**src/rtl/mem_bus_arbiter.sv**
```systemverilog
// Shares one single-port, variable-latency memory bus between instruction fetch and the
// MEM-stage load/store path: data-over-fetch priority, req/ack handshake, result buffering.
module mem_bus_arbiter #(
    parameter int unsigned ADDR_W  = 32,
    parameter int unsigned DATA_W  = 32,
    parameter int unsigned TIMEOUT = 255
) (
    input  logic              clk,
    input  logic              rst,
    input  logic              if_ce_i,
    input  logic [ADDR_W-1:0] if_addr_i,
    output logic [DATA_W-1:0] if_data_o,
    output logic              if_stallreq_o,
    input  logic              flush_i,
    input  logic              pipe_stall_i,
    input  logic              mem_ce_i,
    input  logic              mem_we_i,
    input  logic [3:0]        mem_sel_i,
    input  logic [ADDR_W-1:0] mem_addr_i,
    input  logic [DATA_W-1:0] mem_wdata_i,
    output logic [DATA_W-1:0] mem_rdata_o,
    output logic              mem_stallreq_o,
    output logic              bus_req_o,
    output logic              bus_we_o,
    output logic [3:0]        bus_sel_o,
    output logic [ADDR_W-1:0] bus_addr_o,
    output logic [DATA_W-1:0] bus_wdata_o,
    input  logic [DATA_W-1:0] bus_rdata_i,
    input  logic              bus_ack_i,
    output logic              err_o
);

    typedef enum logic [1:0] {IDLE, SRV_MEM, SRV_IF} state_e;

    state_e state_q, state_d;

    logic              bus_req_q, bus_req_d;
    logic              bus_we_q, bus_we_d;
    logic [3:0]        bus_sel_q, bus_sel_d;
    logic [ADDR_W-1:0] bus_addr_q, bus_addr_d;
    logic [DATA_W-1:0] bus_wdata_q, bus_wdata_d;
    logic [DATA_W-1:0] if_data_q, if_data_d;
    logic              if_buf_valid_q, if_buf_valid_d;
    logic [DATA_W-1:0] mem_rdata_q, mem_rdata_d;
    logic              mem_done_q, mem_done_d;
    logic              discard_q, discard_d;
    logic [7:0]        cnt_q, cnt_d;
    logic              err_q, err_d;

    logic              mem_pend;
    logic              if_pend;
    logic              serving;
    logic              timeout_hit;
    logic              done;
    logic [DATA_W-1:0] rdata_eff;

    assign mem_pend    = mem_ce_i & ~mem_done_q;
    assign if_pend     = if_ce_i & ~if_buf_valid_q & ~flush_i;
    assign serving     = (state_q != IDLE);
    // A timed-out access completes exactly like an ack, but with zero data.
    assign timeout_hit = serving & ~bus_ack_i & (cnt_q == 8'(TIMEOUT - 1));
    assign done        = serving & (bus_ack_i | timeout_hit);
    assign rdata_eff   = bus_ack_i ? bus_rdata_i : '0;

    always_ff @(posedge clk or negedge rst) begin
        if (!rst) begin
            state_q <= IDLE;
        end else begin
            state_q <= state_d;
        end
    end

    always_comb begin
        state_d = state_q;
        case (state_q)
            IDLE: begin
                if (mem_pend) begin
                    state_d = SRV_MEM;
                end else if (if_pend) begin
                    state_d = SRV_IF;
                end
            end
            SRV_MEM, SRV_IF: begin
                if (done) begin
                    state_d = IDLE;
                end
            end
            default: state_d = IDLE;
        endcase
    end

    always_comb begin
        bus_req_d      = bus_req_q;
        bus_we_d       = bus_we_q;
        bus_sel_d      = bus_sel_q;
        bus_addr_d     = bus_addr_q;
        bus_wdata_d    = bus_wdata_q;
        if_data_d      = if_data_q;
        if_buf_valid_d = if_buf_valid_q;
        mem_rdata_d    = mem_rdata_q;
        mem_done_d     = 1'b0;
        discard_d      = discard_q;
        cnt_d          = cnt_q;
        err_d          = err_q;

        if (if_buf_valid_q & (~pipe_stall_i | flush_i)) begin
            if_buf_valid_d = 1'b0;
        end

        case (state_q)
            IDLE: begin
                cnt_d     = '0;
                discard_d = 1'b0;
                if (mem_pend) begin
                    bus_req_d   = 1'b1;
                    bus_we_d    = mem_we_i;
                    bus_sel_d   = mem_sel_i;
                    bus_addr_d  = mem_addr_i;
                    bus_wdata_d = mem_wdata_i;
                end else if (if_pend) begin
                    bus_req_d  = 1'b1;
                    bus_we_d   = 1'b0;
                    bus_sel_d  = '1;
                    bus_addr_d = if_addr_i;
                end
            end
            SRV_MEM: begin
                cnt_d = cnt_q + 8'd1;
                if (done) begin
                    bus_req_d = 1'b0;
                    err_d     = err_q | timeout_hit;
                    // A request withdrawn mid-access still finishes on the bus; its result is dropped.
                    mem_done_d = mem_ce_i;
                    if (mem_ce_i) begin
                        mem_rdata_d = bus_we_q ? '0 : rdata_eff;
                    end
                end
            end
            SRV_IF: begin
                cnt_d = cnt_q + 8'd1;
                if (flush_i) begin
                    discard_d = 1'b1;
                end
                if (done) begin
                    bus_req_d = 1'b0;
                    err_d     = err_q | timeout_hit;
                    if (~discard_q & ~flush_i) begin
                        if_buf_valid_d = 1'b1;
                        if_data_d      = rdata_eff;
                    end
                end
            end
            default: ;
        endcase
    end

    always_ff @(posedge clk or negedge rst) begin
        if (!rst) begin
            bus_req_q      <= 1'b0;
            bus_we_q       <= 1'b0;
            bus_sel_q      <= '0;
            bus_addr_q     <= '0;
            bus_wdata_q    <= '0;
            if_data_q      <= '0;
            if_buf_valid_q <= 1'b0;
            mem_rdata_q    <= '0;
            mem_done_q     <= 1'b0;
            discard_q      <= 1'b0;
            cnt_q          <= '0;
            err_q          <= 1'b0;
        end else begin
            bus_req_q      <= bus_req_d;
            bus_we_q       <= bus_we_d;
            bus_sel_q      <= bus_sel_d;
            bus_addr_q     <= bus_addr_d;
            bus_wdata_q    <= bus_wdata_d;
            if_data_q      <= if_data_d;
            if_buf_valid_q <= if_buf_valid_d;
            mem_rdata_q    <= mem_rdata_d;
            mem_done_q     <= mem_done_d;
            discard_q      <= discard_d;
            cnt_q          <= cnt_d;
            err_q          <= err_d;
        end
    end

    assign if_data_o      = if_data_q;
    assign if_stallreq_o  = if_ce_i & ~if_buf_valid_q;
    assign mem_rdata_o    = mem_rdata_q;
    assign mem_stallreq_o = mem_ce_i & ~mem_done_q;
    assign bus_req_o      = bus_req_q;
    assign bus_we_o       = bus_we_q;
    assign bus_sel_o      = bus_sel_q;
    assign bus_addr_o     = bus_addr_q;
    assign bus_wdata_o    = bus_wdata_q;
    assign err_o          = err_q;

endmodule

```
**config.mk**
```make
export PLATFORM = sky130hd
export DESIGN_NAME = mem_bus_arbiter
export DESIGN_NICKNAME = d
export VERILOG_FILES = /design/src/rtl/mem_bus_arbiter.sv
export SDC_FILE = /design/constraint.sdc
export NUM_CORES = 1
export LEC_CHECK = 0
export BUFFER_PORTS_ARGS = -buffer_cell sky130_fd_sc_hd__buf_4
export CORE_UTILIZATION = 45
export DETAILED_ROUTE_END_ITERATION = 7
export GPL_TIMING_DRIVEN = 0
export PLACE_DENSITY_LB_ADDON = 0.05
export SLEW_MARGIN = 20
export SYNTH_ARGS = -nofsm -noshare
export SYNTH_HDL_FRONTEND = slang
export SYNTH_SLANG_ARGS = --single-unit
```
**constraint.sdc**
```tcl
create_clock -name clk -period 4.1 [get_ports clk]
set_input_delay 0.41 -clock clk [delete_from_list [all_inputs] [get_ports clk]]
set_output_delay 0.41 -clock clk [all_outputs]
set_load 0.01 [all_outputs]
```
==> flow_summary.json, run 1 <==
{
  "synth_nets": 707,
  "required_ps": 4370,
  "nets": 1004,
  "yosys_warnings": 0,
  "fin_cells": 1057,
  "crit_path_start_kind": "register",
  "power_frac_seq_pct": 33.9,
  "maxCapViolCount": 0,
  "tightest_slew_ps": 572.9,
  "synthXorXnorAreaFrac_pct": 0.1246,
  "yosys_register_bits": 148,
  "power.switching_w": 0.002151,
  "cts_hold_buf": 1,
  "synth_cell_types": 38,
  "cts-root-buf": "clkbuf_16",
  "htree_levels": 4,
  "ant_nets": 0,
  "synth_flop_cell": "dfrtp_1",
  "total_power_w": 0.006526,
  "grt-ovfl-total": 0,
  "min_from": "mem_wdata_i[29]",
  "p_sw_share_pct": 32.96,
  "rsz0062_at_grt": "false",
  "worst-path-max-fanout": 10,
  "fmax_ghz": 0.4551,
  "num_vias": 5580,
  "std_cell_rows": 45,
  "synth_area_leaders": "dfrtp_1, mux2_2, mux2_4, and4b_1, a211o_1",
  "drt_pass1_iterations": 4,
  "fin_crit_sh_pct": 53.59,
  "yosys.area_share.simple_pct": 10.40,
  "hp-class": "input port to register",
  "powerDensity_nw_per_um2": 653.1,
  "slew_headroom_pct": 61.55,
  "tns_ps": 0,
  "leakage_nw": 4.702,
  "setup_viol": 0,
  "p_comb_share_pct": 41.2,
  "final.min_clock_period_ps": 2197,
  "drtIter0Drc": 201,
  "clk_pin_slew_ps": 60,
  "fin_worst_skew_ps": 7.496,
  "initial_utilization_pct": 46.24,
  "reg2reg_depth": 6,
  "pwr-share-clk_pct": 24.9,
  "antennaDiodeCount": 0,
  "portBuffers": 276,
  "regToRegEndpoint": "mem_rdata_o[2]$_DFFE_PN0P_",
  "min_to": "bus_wdata_o[29]$_DFFE_PN0P_",
  "muxShareOfSynthArea_pct": 17.02,
  "post-dp-hpwl_mm": 14.22,
  "synth-compound-area-share_pct": 12.90,
  "cts_resized": 0,
  "route.detailed.drc": 0,
  "tritoncts": "built",
  "max-vdd-ir-drop_v": 0.0004024,
  "synth_most_common_cell": "dfrtp_1",
  "yosysTopAreaCellShare_pct": 52.69,
  "seq_area_frac_synth_pct": 52.69,
  "core_um2": 15200,
  "cp.arrival_ps": 2470,
  "post_cts_buffers": 0,
  "power.internal_w": 0.004375,
  "gp_congestion": 0.7805,
  "grt_first_pass_wirelength_mm": 29.88,
  "drive_above_1_share_pct": 49.71,
  "grt_pass1_vias": 5748,
  "slew_violations": 0,
  "dieArea_um2": 16120,
  "synth_top_family_by_area": "multiplexers",
  "holdPathStages": 2,
  "place_inst": 1026,
  "synth_edf_count": 0,
  "synthToLayoutAreaGrowth_pct": 42.15,
  "ios": 277,
  "die_w_um": 127.0,
  "synth_area_um2": 7029,
  "cts.path.max_buffers": 2,
  "netlist_top_cells_count": "dfrtp_1, mux2_2, inv_1",
  "avgViaCountPerCell": 5.279,
  "r2r-start": "state_q[0]$_DFFE_PN0P_",
  "wl_per_cell_um": 17.79,
  "synthAdderAreaFrac_pct": 1.068,
  "clk_latency_ps": 420,
  "grt_usage_pct": 24.03,
  "hold_viol": 0,
  "reg2reg_slack_ps": 1900,
  "clock_sinks": 148,
  "syn_avg_cell_area_um2": 12.53,
  "antenna_found_initial": 0,
  "critPathKind": "register to register",
  "die_h_um": 127.0,
  "status": "finished, final reports clean",
  "cts_buffers": 17,
  "async_reset_ff_share_pct": 100.0,
  "crit_path_end_kind": "register",
  "wirelength_mm": 18.80,
  "yosysTopAreaCell": "dfrtp_1",
  "synth_cells": 561,
  "utilization_pct": 65.73,
  "grt_max_degree": 98
}
cell type report:
cell class | instances | area (um2)
plain buffers | 45 | 254.0
clock buffers | 17 | 425.4
clock inverters | 13 | 185.2
fillers | 1225 | 5210
inverters | 41 | 153.9
multi-input cells | 327 | 2918
flip-flops and latches | 148 | 3704
well taps | 188 | 235.2
repair buffers | 278 | 2117
cells in the final DEF, fill, tap and decap left out, types with 4 or more instances in the layout:
cell type,netlist,layout
a32oi_1,32,32
buf_6,9,9
buf_2,13,13
mux2_2,72,72
mux2_4,25,25
buf_4,0,275
ha_1,6,6
a211o_1,32,32
inv_1,40,40
clkbuf_16,0,17
nand2_1,8,8
o22a_1,4,4
dfrtp_1,148,148
nor2b_1,35,35
bufinv_16,0,4
and4b_1,33,33
nand3_1,4,4
o21ai_0,39,39
clkbuf_1,22,22
nor2_1,6,6
a21oi_1,4,4
worst max-delay path by stage:
stage                                  endpoint                   start  depth (start not counted)  slack, ps
CTS                  mem_rdata_o[2]$_DFFE_PN0P_  state_q[0]$_DFFE_PN0P_                          6       1900
finish               mem_rdata_o[2]$_DFFE_PN0P_  state_q[0]$_DFFE_PN0P_                          6       1900
global placement    bus_wdata_o[26]$_DFFE_PN0P_                     rst                          1       1940
global route         mem_rdata_o[2]$_DFFE_PN0P_  state_q[0]$_DFFE_PN0P_                          6       1640
detailed placement   mem_rdata_o[2]$_DFFE_PN0P_  state_q[0]$_DFFE_PN0P_                          6       1940
floorplan             if_data_o[10]$_DFFE_PN0P_  state_q[0]$_DFFE_PN0P_                          7       2390
routing by layer:
layer | GRT usage, % | vias up | routed length [um]
li1 | - | 2642 | -
met1 | 29.89 | 2705 | 7769
met2 | 39.46 | 204 | 9213
met3 | 7.035 | 29 | 1361
met4 | 9.664 | 0 | 459
met5 | 0 | - | 0
power groups by stage:
stage | sequential [W] | combinational, W | clock [W]
after floorplan | 0.00238 | 0.00133 | 0
after global placement | 0.00220 | 0.00265 | 0
final | 0.00221 | 0.00269 | 0.00162
after CTS | 0.00221 | 0.00272 | 0.00165
after global routing | 0.00227 | 0.00291 | 0.00171
after detailed placement | 0.00221 | 0.00272 | 0
per-stage QoR:
| stage | instance area [um2] | worst slack (ps) | hold slack (ps) |
|---|---|---|---|
| floorplan | 7029 | 2394 | 114.4 |
| global placement | 9336 | 1936 | 473.3 |
| detailed placement | 9371 | 1942 | 345.5 |
| CTS | 9992 | 1901 | 207.7 |
| global route | 9992 | 1637 | 206.6 |
| finish | 9992 | 1903 | 223.9 |
state kept, by name, summed over array words and instances, names as in the netlist, 2 cells and up:
register / cells
bus_addr_o: 32
bus_wdata_o: 32
if_data_o: 32
mem_rdata_o: 32
cnt_q: 8
bus_sel_o: 4
state_q: 2
logic make-up after synthesis:
kind of cell / Yosys count
XOR/XNOR: 1
buffers and inverters: 86
flip-flops: 148
adder cells (fa/ha/maj): 6
AO/OA/AOI/OAI: 123
AND/OR/NAND/NOR: 99
multiplexers: 98
critical path, cell delays in order (launching register included):
cell and delay, ps:
dfrtp_1 420, inv_1 100, ha_1 280, nand4b_1 230, o21ai_1 490, clkbuf_1 380, o21ai_0 150
(Power assumes the default switching activity.)
==> inputs of run 2 (changes only) <==
Settings changed: CORE_UTILIZATION 45 to 44.
Clock period 4.1 ns to 1.9 ns, I/O delays scaled along.
==> run 2 against run 1 <==
Via count grew 3.9%. Total power grew 120%. First-iteration DRC count grew 25%. Design area increased by 5.0%. Combinational power is 130% higher. Utilization grew 2.5 points. Critical path depth up 1. Count of clock-buffer cells in the layout increased by 3. Cell count rose by 5.6%. Critical endpoint is now if_data_o[4]$_DFFE_PN0P_. Largest cell class unchanged. Largest power group unchanged.
==> flow_summary.json, run 2 (same netlist as run 1, synthesis figures left out) <==
{
  "grt-ovfl-total": 0,
  "setup_viol": 0,
  "drt_pass1_iterations": 4,
  "cts.path.max_buffers": 2,
  "tightest_slew_ps": 552.0,
  "antennaDiodeCount": 0,
  "required_ps": 2200,
  "avgViaCountPerCell": 5.197,
  "fin_cells": 1116,
  "gp_congestion": 0.8021,
  "worst-path-max-fanout": 10,
  "tritoncts": "built",
  "holdPathStages": 2,
  "critPathMaxStageDelay_ps": 400,
  "clk_pin_slew_ps": 60,
  "final_cell_mix": "buf_4, dfrtp_1, mux2_2",
  "drive_above_1_share_pct": 49.61,
  "post-dp-hpwl_mm": 14.71,
  "die_w_um": 128.4,
  "clk_latency_ps": 420,
  "grt_max_degree": 80,
  "clock_sinks": 148,
  "hold_viol": 0,
  "pwr-share-clk_pct": 25.5,
  "nets": 1038,
  "p_comb_share_pct": 41.7,
  "place_inst": 1049,
  "p_sw_share_pct": 32.47,
  "slew_headroom_pct": 63.20,
  "cts-root-buf": "clkbuf_16",
  "critPathKind": "register to register",
  "ant_nets": 0,
  "portBuffers": 276,
  "leakage_nw": 4.907,
  "cp.arrival_ps": 2100,
  "num_vias": 5800,
  "grt_pass1_vias": 6231,
  "wl_per_cell_um": 18.11,
  "layout_commonest_cell": "buf_4",
  "crit_chain": "inv_1, ha_4, nand4b_1, o21a_1, buf_6, buf_6, a211o_1",
  "fmax_ghz": 0.5540,
  "utilization_pct": 68.23,
  "grt_first_pass_wirelength_mm": 32.11,
  "max-vdd-ir-drop_v": 0.001033,
  "reg2reg_depth": 7,
  "antenna_found_initial": 0,
  "crit_path_end_kind": "register",
  "dieArea_um2": 16490,
  "status": "finished, final reports clean",
  "hp-class": "input port to register",
  "final.min_clock_period_ps": 1805,
  "total_power_w": 0.01461,
  "std_cell_rows": 45,
  "powerDensity_nw_per_um2": 1393,
  "crit_path_start_kind": "register",
  "fin_crit_sh_pct": 95.00,
  "slew_violations": 0,
  "power.switching_w": 0.004745,
  "route.detailed.drc": 0,
  "fin_worst_skew_ps": 5.075,
  "crit_slowest_cell": "dfrtp_1",
  "die_h_um": 128.4,
  "cts_buffers": 17,
  "power.internal_w": 0.009868,
  "grt_usage_pct": 25.35,
  "initial_utilization_pct": 45.73,
  "power_frac_seq_pct": 32.7,
  "place_ws_ps": -283.8,
  "htree_levels": 4,
  "fin_hold_ws_ps": 16.32,
  "drtIter0Drc": 252,
  "core_um2": 15370,
  "setup_slack_ps": 94.93,
  "path_common_cell": "buf_6",
  "wirelength_mm": 20.21,
  "synthToLayoutAreaGrowth_pct": 49.20,
  "maxCapViolCount": 0,
  "rsz0062_at_grt": "true",
  "ios": 277
}
run 2: cell types whose count changed in the layout (fill, tap and decap cells not counted), sizes merged:
cell / change
inv: -1
dlygate4sd3: +30
bufinv: +1
buf: +8
clkinvlp: +2
clkbuf: -1
clkinv: -3
run 2: metrics by stage:
stage          cell area, um2  setup TNS (ps)
6_report                10490               0
2_1_floorplan            7029               0
4_1_cts                 10410               0
3_3_place_gp             9365          -14610
5_1_grt                 10490          -38.16
3_5_place_dp             9400          -10140
run 2: timing repair:
| item | 4_1_cts | 5_1_grt |
|---|---|---|
| pin swaps | 0 | 1 |
| cloned | 0 | 0 |
| hold buffers | 30 | 1 |
| resized for setup | 20 | 24 |
| buffers inserted | 1 | 4 |
| hold endpoints to repair | 98 | 1 |
| setup endpoints to repair | 84 | 91 |
run 2: worst max-delay path: cells and delay by family (launching register included):
kind | cells | cell delay, ps
AOI/OAI and AO/OA | 2 | 490
adders and majority gates | 1 | 200
DFF | 1 | 400
buffers and inverters | 3 | 400
and+or+nand+nor | 1 | 190
run 2: layout make-up:
class | count | area [um2]
sequential | 148 | 3704
multi-input combinational | 327 | 2942
inverter | 41 | 153.9
fill | 1164 | 4883
clock buffer | 20 | 456.7
tap | 211 | 264.0
clock inverter | 12 | 202.7
timing repair buffer | 313 | 2455
buffer | 44 | 310.3
run 2: power groups by stage:
stage                     sequential [W]  combinational (W)  clock, W
after detailed placement         0.00478            0.00588         0
after global placement           0.00475            0.00574         0
after CTS                        0.00477            0.00601   0.00379
after floorplan                  0.00514            0.00288         0
final                            0.00479            0.00610   0.00373
after global routing             0.00491            0.00658   0.00392
run 2: worst paths after layout:
kind                                         from  slack, ps                         end
setup / recovery           state_q[1]$_DFFE_PN0P_         90    if_data_o[4]$_DFFE_PN0P_
hold / removal                     mem_wdata_i[2]         20  bus_wdata_o[2]$_DFFE_PN0P_
setup reg to reg           state_q[1]$_DFFE_PN0P_         90    if_data_o[4]$_DFFE_PN0P_
hold reg to reg                 err_o$_DFFE_PN0P_        470           err_o$_DFFE_PN0P_
max in group asynchronous                     rst        790        cnt_q[0]$_DFFE_PN0P_
min in group asynchronous                     rst        330    if_data_o[5]$_DFFE_PN0P_
run 2: metal layers:
layer / track usage [%] / wire, um / part of all wire [%]
met5: 0 / 0 / 0
met4: 10.52 / 510 / 2.5
met1: 30.18 / 8317 / 41
met3: 8.150 / 1498 / 7.4
met2: 42.45 / 9882 / 49
